<file path="src/rtl/sram_rr_arbiter.sv">
// Round-robin arbiter sharing one single-port synchronous SRAM among NUM_REQ
// requesters; registered SRAM port, fixed two-cycle read response routing.
module sram_rr_arbiter #(
  parameter int NUM_REQ = 4,
  parameter int ADDR_W  = 10,
  parameter int DATA_W  = 8,
  parameter int IDX_W   = 2
) (
  input  logic                      clk,
  input  logic                      rst_n,
  input  logic [NUM_REQ-1:0]        req_valid,
  input  logic [NUM_REQ-1:0]        req_we,
  input  logic [NUM_REQ*ADDR_W-1:0] req_addr,
  input  logic [NUM_REQ*DATA_W-1:0] req_wdata,
  output logic [NUM_REQ-1:0]        req_ready,
  output logic [NUM_REQ-1:0]        rsp_valid,
  output logic [DATA_W-1:0]         rsp_rdata,
  output logic                      sram_we,
  output logic [ADDR_W-1:0]         sram_addr,
  output logic [DATA_W-1:0]         sram_wdata,
  input  logic [DATA_W-1:0]         sram_rdata
);

  logic [IDX_W-1:0]   ptr_r;
  logic [IDX_W-1:0]   gnt_id_s;
  logic [IDX_W-1:0]   next_ptr_s;
  logic [IDX_W-1:0]   probe_s;
  logic [NUM_REQ-1:0] grant_s;
  logic               gnt_found_s;
  logic               hit_s;
  logic               sel_we_s;
  logic [ADDR_W-1:0]  sel_addr_s;
  logic [DATA_W-1:0]  sel_wdata_s;
  logic               s1_valid_r;
  logic               s1_rd_r;
  logic [IDX_W-1:0]   s1_id_r;
  logic               s2_valid_r;
  logic [IDX_W-1:0]   s2_id_r;

  // (base + off) mod NUM_REQ; base < NUM_REQ and off <= NUM_REQ, so one subtract suffices
  function automatic logic [IDX_W-1:0] mod_add(input logic [IDX_W-1:0] base,
                                               input logic [IDX_W:0]   off);
    logic [IDX_W+1:0] sum;
    sum = {2'b00, base} + {1'b0, off};
    if (sum >= (IDX_W+2)'(NUM_REQ)) begin
      sum = sum - (IDX_W+2)'(NUM_REQ);
    end else begin
      sum = sum;
    end
    return sum[IDX_W-1:0];
  endfunction

  // Grant search from ptr upward with wrap, then one-hot AND-OR payload mux
  always_comb begin
    grant_s     = '0;
    gnt_id_s    = '0;
    gnt_found_s = 1'b0;
    probe_s     = '0;
    hit_s       = 1'b0;
    sel_we_s    = 1'b0;
    sel_addr_s  = '0;
    sel_wdata_s = '0;
    for (int k = 0; k < NUM_REQ; k++) begin
      probe_s          = mod_add(ptr_r, (IDX_W+1)'(k));
      hit_s            = req_valid[probe_s] & ~gnt_found_s;
      grant_s[probe_s] = grant_s[probe_s] | hit_s;
      gnt_id_s         = hit_s ? probe_s : gnt_id_s;
      gnt_found_s      = gnt_found_s | hit_s;
    end
    for (int i = 0; i < NUM_REQ; i++) begin
      sel_we_s    = sel_we_s | (req_we[i] & grant_s[i]);
      sel_addr_s  = sel_addr_s | (req_addr[i*ADDR_W +: ADDR_W] & {ADDR_W{grant_s[i]}});
      sel_wdata_s = sel_wdata_s | (req_wdata[i*DATA_W +: DATA_W] & {DATA_W{grant_s[i]}});
    end
    next_ptr_s = mod_add(gnt_id_s, (IDX_W+1)'(1));
  end

  assign req_ready = grant_s;

  // Round-robin pointer advances past the accepted requester
  always_ff @(posedge clk or negedge rst_n) begin
    if (!rst_n) begin
      ptr_r <= '0;
    end else if (gnt_found_s) begin
      ptr_r <= next_ptr_s;
    end
  end

  // Issue stage: drive the SRAM port from registers
  always_ff @(posedge clk or negedge rst_n) begin
    if (!rst_n) begin
      sram_we    <= 1'b0;
      sram_addr  <= '0;
      sram_wdata <= '0;
      s1_valid_r <= 1'b0;
      s1_rd_r    <= 1'b0;
      s1_id_r    <= '0;
    end else if (gnt_found_s) begin
      sram_we    <= sel_we_s;
      sram_addr  <= sel_addr_s;
      sram_wdata <= sel_wdata_s;
      s1_valid_r <= 1'b1;
      s1_rd_r    <= ~sel_we_s;
      s1_id_r    <= gnt_id_s;
    end else begin
      sram_we    <= 1'b0;
      s1_valid_r <= 1'b0;
    end
  end

  // Response stage: track which requester owns the read now on sram_rdata
  always_ff @(posedge clk or negedge rst_n) begin
    if (!rst_n) begin
      s2_valid_r <= 1'b0;
      s2_id_r    <= '0;
    end else begin
      s2_valid_r <= s1_valid_r & s1_rd_r;
      s2_id_r    <= s1_id_r;
    end
  end

  // One-hot response pulse routed to the issuing requester
  always_comb begin
    rsp_valid          = '0;
    rsp_valid[s2_id_r] = s2_valid_r;
  end

  assign rsp_rdata = sram_rdata;

endmodule

</file>
<file path="config.mk">
export PLATFORM = sky130hd
export DESIGN_NAME = sram_rr_arbiter
export DESIGN_NICKNAME = d
export VERILOG_FILES = /design/src/rtl/sram_rr_arbiter.sv
export SDC_FILE = /design/constraint.sdc
export NUM_CORES = 1
export LEC_CHECK = 0
export CAP_MARGIN = 0
export CORE_MARGIN = 3
export CORE_UTILIZATION = 42
export DETAILED_ROUTE_END_ITERATION = 8
export HOLD_SLACK_MARGIN = 0.03
export PLACE_DENSITY = 0.83
export SYNTH_ARGS = -nofsm -noshare
export SYNTH_HDL_FRONTEND = slang
export SYNTH_SLANG_ARGS = --single-unit
</file>
<file path="constraint.sdc">
create_clock -name clk -period 3.9 [get_ports clk]
set_input_delay 0.585 -clock clk [delete_from_list [all_inputs] [get_ports clk]]
set_output_delay 0.585 -clock clk [all_outputs]
set_load 0.02 [all_outputs]
</file>
## Yosys cells after proc, flatten, opt, wreduce, memory -nomap -nowiden

Cells that the tools add are included.

| word-level totals | value |
|---|---|
| register bits after elaboration | 28 |
| bits in latches | 0 |
| RAM bits | 0 |
| ROM bits | 0 |
| input bits | 90 |
| output and inout port bits | 35 |
| memories | 0 |

| cells by class | value |
|---|---|
| $add $sub $neg | 9 |
| multipliers | 0 |
| divide/modulo/power cells | 0 |
| magnitude comparators | 15 |
| equality and inequality tests | 0 |
| shift operators | 0 |
| multiplexer cells | 40 |
| bitwise logic cells | 38 |
| reduce and logical (&&, ||, !) cells | 5 |

Operators with widths:

| operator | number |
|---|---|
| $and A10 B10 Y10 | 4 |
| $and A8 B8 Y8 | 4 |
| $or A10 B10 Y10 | 3 |
| $or A8 B8 Y8 | 3 |
| $mux W2 | 9 |
| $bmux W1 S2 | 8 |
| $lt A2 B3 Y1 const B | 5 |
| $mux W1 | 15 |
| $bwmux W4 | 3 |
| $ge A3 B3 Y1 const B | 4 |
| $demux W1 S2 | 5 |
| $ge A2 B1 Y1 const B | 5 |
| $or A1 B1 Y1 | 10 |
| $sub A2 B1 Y2 const B | 5 |
| $and A1 B1 Y1 | 8 |
| $and A4 B4 Y4 | 2 |
| $add A2 B1 Y3 const B | 2 |
| $add A2 B2 Y3 const B | 2 |
| $logic_and A1 B1 Y1 | 5 |
| $not A1 Y1 | 4 |
| $ge A2 B3 Y1 const B | 1 |

## Logic depth before layout (Yosys ltp)

Gate-level depths: netlist of run 1.

| depth | value |
|---|---|
| word-level depth | 24 |
| depth in mapped cells | 13 |
| mapped depth without buffers | 10 |

## Least setup slack after synthesis of run 1

No wires, ideal clock.

| timing | value |
|---|---|
| path type | register to output |
| start point | reg ptr_r[0] |
| end point | out req_ready[3] |
| data arrival time | 3.256 ns |
| data required time | 3.315 ns |
| path slack | 0.059 ns |
| stages on the path, launching flop included | 13 |
| cell sequence | dfrtp_1 buf_6 inv_1 ha_1 clkbuf_1 mux4_2 or3b_4 o2111ai_4 nand3_2 a32oi_4 a21oi_2 buf_2 a31oi_1 |

| between the ends | value |
|---|---|
| cells in the longest elaborated chain, start to end | 19 |

RTL lines:

| element | RTL line | text |
|---|---|---|
| from (decl) | 24 | `logic [IDX_W-1:0] ptr_r;` |
| from (signal assigned) | 85 | `ptr_r <= next_ptr_s;` |
| $ge A2 B3 Y1 / $sub A2 B1 Y2 (equally long branches) | 45, 46 |  |
| $mux W2 | 45 | `if (sum >= (IDX_W+2)'(NUM_REQ)) begin` |
| $lt A2 B3 Y1 (not written as such) / $ge A2 B1 Y1 (equally long branches) | 66 | `grant_s[probe_s] = grant_s[probe_s] \| hit_s;` |
| $logic_and A1 B1 Y1 (not written as such) | 66 |  |
| $mux W1 (not written as such) | 66 |  |
| $demux W1 S2 | 66 |  |
| $and A4 B4 Y4 (no source line) | n/a |  |
| $bmux W1 S2 | 66 |  |
| (+3 left out) | n/a |  |
| $bmux W1 S2 | 66 |  |
| $mux W1 (not written as such) | 66 |  |
| $or A1 B1 Y1 | 66 |  |
| $bwmux W4 | 66 |  |
| $bmux W1 S2 | 66 |  |
| $mux W1 (not written as such) | 66 |  |
| $or A1 B1 Y1 | 66 |  |
| $bwmux W4 (*) | 66 |  |
| to (decl) | 15 | `output logic [NUM_REQ-1:0] req_ready,` |

Mark *: on every way between the ends. The rest lies on a longest branch, timed or not. The select of a mux whose other input is x is not followed.

## Worst setup path in the final report of run 1

| timing | value |
|---|---|
| start point | in req_valid[1] |
| end point | out req_ready[0] |

| between the ends | value |
|---|---|
| cells in the longest elaborated chain, start to end | 16 |

RTL lines:

| element | RTL line | text |
|---|---|---|
| from (decl) | 11 | `input logic [NUM_REQ-1:0] req_valid,` |
| $bmux W1 S2 | 65 | `hit_s = req_valid[probe_s] & ~gnt_found_s;` |
| $mux W1 (not written as such) | 65 |  |
| $or A1 B1 Y1 | 66 |  |
| $and A4 B4 Y4 (no source line) | n/a |  |
| $bmux W1 S2 | 66 |  |
| $mux W1 (not written as such) | 66 |  |
| $or A1 B1 Y1 | 66 |  |
| $bwmux W4 | 66 |  |
| $bmux W1 S2 | 66 |  |
| $mux W1 (not written as such) | 66 |  |
| $or A1 B1 Y1 | 66 |  |
| $bwmux W4 | 66 |  |
| $bmux W1 S2 | 66 |  |
| $mux W1 (not written as such) | 66 |  |
| $or A1 B1 Y1 | 66 |  |
| $bwmux W4 (*) | 66 |  |

Marks and branches as above.

==> results.md, run 1 <==
- CP startpoint: req_valid[1]
- Commonest non-fill, non-tap cell in the layout: clkdlybuf4s50_1
- Max-slew violations: 0
- CP Launch Type: primary input
- Final hold vios: 0
- Clock-pin slew on the worst setup and hold paths: around 100 ps
- Tot Pwr: 4.487 mW
- Seq/Total Area, Yosys: 25.68%
- Num CTS Buffers: 3
- # rows: 28
- Share of Yosys cell area claimed by the top area cell type: 25.68%
- IO Port Bufs: 108
- Routed vias: 3233
- Synth Cell Area: 2729 µm²
- Vias in the first global route: about 3000
- Crit Path Max Fanout: 10
- Hold WC Path Type: flop to flop
- Die W: 86.61 µm
- CTS H-tree lvls: 1
- Bufs on Longest Clock Path: 2
- Pin count of the biggest net entering global routing: 29
- Final WL: 9590 µm
- GP Congestion: 0.9253
- Reg2reg start: ptr_r[0]
- DP Wirelength: 6960 µm
- Area Overhead vs Synth: 49.75%
- Asr flop ratio synth: 100.0%
- MaxCap Viol Count: 0
- Yosys reg bits: 28
- GR Util All Layers: 24.35%
- Power Dens Cells: about 1100 nW/µm²
- Clock Sinks: 28
- CTS root buf: clkbuf_8
- Final hold slack: 383.4 ps
- Synth warnings: 0
- Worst setup EP type: output pin
- Largest area contributor in the netlist: dfrtp_1
- Maximum vdd drop: between 0.0007 and 0.0008 V
- Commonest cells after routing, fill and taps aside: clkdlybuf4s50_1 (104), nand2_1 (50), nor2_1 (48)
- Antenna violations before repair: 0
- LEAKAGE: 1.641 nW
- Achievable frequency: 0.2590 GHz
- WL/cell: 18.27 µm
- Status: complete, no violations
- Die ar.: about 7500 µm²
- Minimum clock period: 3860 ps
- Initial Util: 44.77%
- Fin nets: 545
- Clock Skew: 1.756 ps
- 1st-iter DRT viols: 233
- Clock latency on the worst-skew pair: 280 ps
- Slew HR: 23.25%
- Post-synth top flop: dfrtp_1
- CTS tree: done
- Tcrit/Tclk final: 98.99%
- Syn Area/Cell: between 8 and 9 µm²
- Tightest Pin Transition: 1148 ps
- Post-route ant nets: 0
- Crit path arrival time: 3280 ps
- Post-synth EDFFs: 0
- Cells after synthesis: 332
- Residual DRC: 0
- DR pass1 iterations: 5
- Worst Hold Launch: s1_id_r[0]
- First-pass GRT wire length: about 15000 µm
- Ant. Diodes: 0
- Final Setup Violations: 0
- Synth cell types: 59
- Share of cells above drive strength 1: 16.67%
- Remaining global-route overflow: 0
- Layout Utilization: 67.04%
- Vias per cell: between 6 and 7
- Top post-synthesis cells by area: dfrtp_1 (26%), nand2_1 (6.9%), o32a_1 (6.6%)
- Setup CP Type: primary input to output pin
- Mapped Nets: approximately 430
- Die Span Y: 86.61 µm
- Top Ports: 125
- CP Data Required Time: between 3000 and 4000 ps
- CORE AREA: 6096 µm²
==> metal layers <==
layer	up-vias	GRT usage, %	wire length (µm)
li1	1479	-	-
met1	1519	32.67	3775
met2	212	40.61	4662
met3	23	5.133	1004
met4	0	4.816	148
met5	-	0	0
==> power breakdown <==
group          internal [mW]  switching [mW]  leakage [nW]  total [mW]
combinational           1.69            2.05          1.29        3.75
sequential             0.463          0.0914         0.322       0.554
clock                 0.0906          0.0948        0.0288       0.185
==> final cells by class <==
type                    count  area (µm²)
fillers                   518        2009
clock buffers               4       55.05
repair buffers            152        1419
well taps                  75       93.84
inverters                   8       30.03
multi-input cells         258        1788
flip-flops and latches     28       700.7
==> cells in the mapped netlist (2+ instances only) <==
cell type / count
a22oi_1: 20
nor3_1: 2
buf_4: 8
o32a_1: 18
mux4_2: 4
nand3b_1: 2
o21ai_0: 6
nor3b_1: 2
o311ai_0: 2
mux2i_1: 4
a32oi_1: 3
o21ai_1: 19
ha_1: 4
o211ai_1: 3
buf_2: 7
nor2b_1: 8
nand3_1: 4
a41o_1: 2
clkbuf_1: 17
or2_2: 2
nor2_1: 48
a31oi_1: 3
a221oi_1: 18
a21oi_1: 2
a21o_1: 2
nand3_2: 2
nand2_1: 50
dfrtp_1: 28
inv_1: 8
buf_6: 5
==> worst paths after layout <==
path,endpoint,cells after the start,slack (ps)
worst max-delay path,req_ready[0],11,40
max in group asynchronous,sram_wdata[0],1,2310
worst min register to register,s2_id_r[0],0,380
min in group asynchronous,sram_addr[0],1,910
worst max register to register,sram_addr[4],14,430
worst min-delay path,s2_id_r[0],0,380
==> what timing repair did <==
action                                 4_1_cts  5_1_grt
resized for setup                            7        5
pin swaps                                    1        3
setup endpoints to repair                    4        4
buffers inserted                             0        5
hold buffers                                 0        0
endpoints found under the hold margin        0        0
==> state kept, by name, summed over array words and instances, names as in the netlist <==
signal and cells:
sram_addr 10, s1_valid_r 1, sram_we 1, sram_wdata 8, s2_valid_r 1, s2_id_r 2, s1_id_r 2, s1_rd_r 1
ptr_r 2
==> stage by stage <==
stage	std cells	area [µm²]	setup slack (ps)	TNS, ps
6_report	525	4086	39.55	0
5_1_grt	525	4086	-12.72	-23.53
4_1_cts	520	4050	3.760	0
3_5_place_dp	516	3996	-305.9	-992.3
3_3_place_gp	516	3996	-249.3	-833.8
2_1_floorplan	332	2729	59.32	0
==> critical path, stage by stage <==
cell,delay (ps)
clkdlybuf4s50_1,460
buf_4,200
mux4_2,510
or3b_4,270
o2111ai_4,140
buf_4,190
o211ai_2,60
nand3b_1,140
buf_4,160
a41o_1,230
dlygate4sd2_1,320
==> cells by family (layout without fill, tap and decap cells) <==
| family | count (synthesis) | count (layout) | synth area share [%] |
|---|---|---|---|
| adder cells (fa/ha/maj) | 4 | 4 | 1.834 |
| buffers and inverters | 46 | 164 | 9.124 |
| XOR/XNOR | 1 | 1 | 0.3210 |
| AND/OR/NAND/NOR | 128 | 128 | 21.28 |
| flip-flops | 28 | 28 | 25.68 |
| multiplexers | 10 | 10 | 6.007 |
| AO/OA/AOI/OAI | 115 | 115 | 35.76 |
No activity file was read; power rests on OpenSTA's default activity.
==> inputs of run 2 (changes only) <==
--- a/config.mk
+++ b/config.mk
@@ -5,10 +5,10 @@
 export SDC_FILE = /design/constraint.sdc
 export NUM_CORES = 1
 export LEC_CHECK = 0
-export CAP_MARGIN = 0
 export CORE_MARGIN = 3
 export CORE_UTILIZATION = 42
 export DETAILED_ROUTE_END_ITERATION = 8
+export GPL_ROUTABILITY_DRIVEN = 1
 export HOLD_SLACK_MARGIN = 0.03
 export PLACE_DENSITY = 0.83
 export SYNTH_ARGS = -nofsm -noshare
==> constraint.sdc (replaced) <==
create_clock -name clk -period 4.21 [get_ports clk]
set_input_delay 0.6315 -clock clk [delete_from_list [all_inputs] [get_ports clk]]
set_output_delay 0.6315 -clock clk [all_outputs]
set_load 0.02 [all_outputs]
==> run 2 against run 1 <==
Net effect: non-clock buffer count fell by 7; via count increased by 0.12%; combinational power decreased by 9.3%; global-route usage increased by 1.1 points; worst hold slack improved by 1.2 ps; setup slack improved by 160 ps; first-iteration DRC count grew 37%; clock power increased by 17%; count of clock-buffer cells in the layout down 1; sequential share of layout area rose by 0.22 points.
==> results.md, run 2 (synthesis gave the netlist of run 1 again) <==
- Worst path cell trace: clkdlybuf4s50_1 > mux4_2 > buf_4 > mux2i_4 > o2111ai_4 > buf_4 > o211ai_2 > nand3b_1 > buf_4 > a41o_1 > dlygate4sd2_1
- Die ar.: 7500 µm² (unchanged)
- Hold_buf cts: 0 (unchanged)
- Final WL: 9520 µm (-0.73%)
- Clock Sinks: 28 (unchanged)
- Tightest Pin Transition: 741.2 ps (-406.5 ps)
- Commonest cells after routing, fill and taps aside: clkdlybuf4s50_1 (104), nand2_1 (50), nor2_1 (48)
- RSZ-0062 raised after global routing: no
- CP max stage cell: mux4_2
- Tcrit/Tclk final: between 90 and 100%
- Final hold vios: 0 (unchanged)
- GR Util All Layers: 25.41% (+1.1 points)
- WP buf/inv: 5 (unchanged)
- WL/cell: 18.38 µm (+0.61%)
- 1st-iter DRT viols: 320 (+37%)
- Max-slew violations: 0 (unchanged)
- Area Overhead vs Synth: 47.87%
- Flop pwr share: 12.3% (about the same)
- CP Launch Type: primary input
- Max stage delay on crit path: 560 ps (+50 ps)
- Vias in the first global route: 3280 (+6.5%)
- Bufs on Longest Clock Path: 2 (unchanged)
- # rows: 28 (unchanged)
- Slew HR: 50.53% (+27 points)
- Post CTS Setup Buffer Count: 0 (unchanged)
- Die Span Y: 86.61 µm (unchanged)
- Layout Utilization: 66.19% (-0.84 points)
- Largest registers: sram_addr (10), sram_wdata (8)
- Largest register FFs: 10 (unchanged)
- Tot Pwr: 4.122 mW (-8.1%)
- Share of cells above drive strength 1: 14.67% (-2.0 points)
- Cts repair resizes: 4 (-3)
- Clock Skew: 2.892 ps (+1.136 ps)
- Initial Util: 44.77% (unchanged)
- Biggest register: sram_addr
- Worst Hold Launch: s1_id_r[1]
- Fin nets: 538 (-1.3%)
- Crit path arrival time: 3380 ps (+100 ps)
- Num CTS Buffers: 3 (unchanged)
- Achievable frequency: 0.2494 GHz
- Cell internal pwr: 2.053 mW (-8.7%)
- Setup CP Type: primary input to output pin
- DP Wirelength: 6882 µm (-1.1%)
- Maximum vdd drop: 0.0008835 V (+15%)
- MaxCap Viol Count: 0 (unchanged)
- GP Congestion: 0.9797 (+5.9%)
- Clock-pin slew on the worst setup and hold paths: 100 ps (about the same)
- LEAKAGE: 1.617 nW (-1.5%)
- Pin count of the biggest net entering global routing: 29 (unchanged)
- IO Port Bufs: 108 (unchanged)
- Routed vias: 3237 (+0.12%)
- DR pass1 iterations: 5 (unchanged)
- CORE AREA: 6096 µm² (unchanged)
- Final hold slack: 384.6 ps (+1.214 ps)
- Final Setup Violations: 0 (unchanged)
- Remaining global-route overflow: 0 (unchanged)
- CP startpoint: req_valid[2]
- Die W: 86.61 µm (unchanged)
- Antenna violations before repair: 0 (unchanged)
- Clock latency on the worst-skew pair: 280 ps (about the same)
- CTS H-tree lvls: 1 (unchanged)
- Commonest non-fill, non-tap cell in the layout: clkdlybuf4s50_1
- Worst setup EP type: output pin
- Minimum clock period: 4009 ps
- Most used cell, CP: buf_4
- Top Ports: 125 (unchanged)
- CP Data Required Time: 3580 ps (+270 ps)
- Hold WC Path Type: flop to flop
- CTS root buf: clkbuf_8
- Vias per cell: 6.249 (+1.5%)
- First-pass GRT wire length: 15440 µm (+4.4%)
- Ant. Diodes: 0 (unchanged)
- Sw Share: 50.19% (+0.29 points)
- Comb pwr share: 82.4% (-1.1 points)
- CTS tree: done
- Reg2reg start: ptr_r[0]
- Power Dens Cells: 1021 nW/µm² (-7.0%)
- # fillers: 515 (-0.58%)
- Crit Path Max Fanout: 4 (-6)
- Setup TNS: 0 ps (unchanged)
- Clock power frac: 5.2% (+1.1 points)
- Cell family with most CP delay: buffers and inverters
- Residual DRC: 0 (unchanged)
- Psw: 2.068 mW (-7.6%)
- Status: complete, no violations
- Post-route ant nets: 0 (unchanged)
-- run 2: cell count changes in the layout (fill, tap and decap cells not counted), sizes merged --
cell / before / now
clkdlybuf4s15: 2 / 0
dlygate4sd2: 1 / 4
buf: 45 / 37
clkbuf: 4 / 3
bufinv: 0 / 1
-- run 2: final timing paths --
check                      slack, ps      endpoint  cells after the start
setup / recovery                 200  req_ready[1]                     11
hold / removal                   380    s2_id_r[1]                      0
setup reg to reg                 920  sram_addr[2]                     12
hold reg to reg                  380    s2_id_r[1]                      0
max in group asynchronous       3090  sram_addr[5]                      2
min in group asynchronous        540  sram_addr[0]                      1
-- run 2: cell type report --
class	count	area [µm²]	area share (%)
clock inverter	1	30.03	0.7442
tap	75	93.84	2.326
multi-input combinational	258	1785	44.25
sequential	28	700.7	17.36
clock buffer	3	41.29	1.023
inverter	8	30.03	0.7442
timing repair buffer	145	1354	33.55
-- run 2: worst reg2reg max path, stage by stage, from the launching register on --
cell,delay [ps]
dfrtp_1,360
buf_4,200
buf_4,250
mux4_2,560
or3b_4,260
o2111ai_4,150
buf_4,190
o211ai_1,100
nand3b_1,200
a21oi_2,180
buf_4,280
o21ai_1,140
o32a_1,310
-- run 2: stage by stage --
stage	std cells	area [µm²]	setup slack [ps]
finish	518	4035	201.1
global route	518	4035	59.56
CTS	518	4035	190.1
detailed placement	514	3969	-92.48
global placement	514	3969	-53.86
floorplan	332	2729	322.8
-- run 2: per-layer routing --
metal,GRT usage [%],wire [µm],vias to the layer above
met4,6.374,175,0
met5,0,0,-
li1,-,-,1470
met2,42.42,4499,193
met3,5.894,960,20
met1,33.20,3884,1554
-- run 2: power groups by stage --
| stage | clock, mW | combinational (mW) | sequential, mW |
|---|---|---|---|
| final | 0.216 | 3.40 | 0.509 |
| after detailed placement | 0 | 3.39 | 0.513 |
| after global routing | 0.226 | 3.67 | 0.529 |
| after floorplan | 0 | 2.19 | 0.627 |
| after global placement | 0 | 3.32 | 0.510 |
| after CTS | 0.217 | 3.37 | 0.510 |
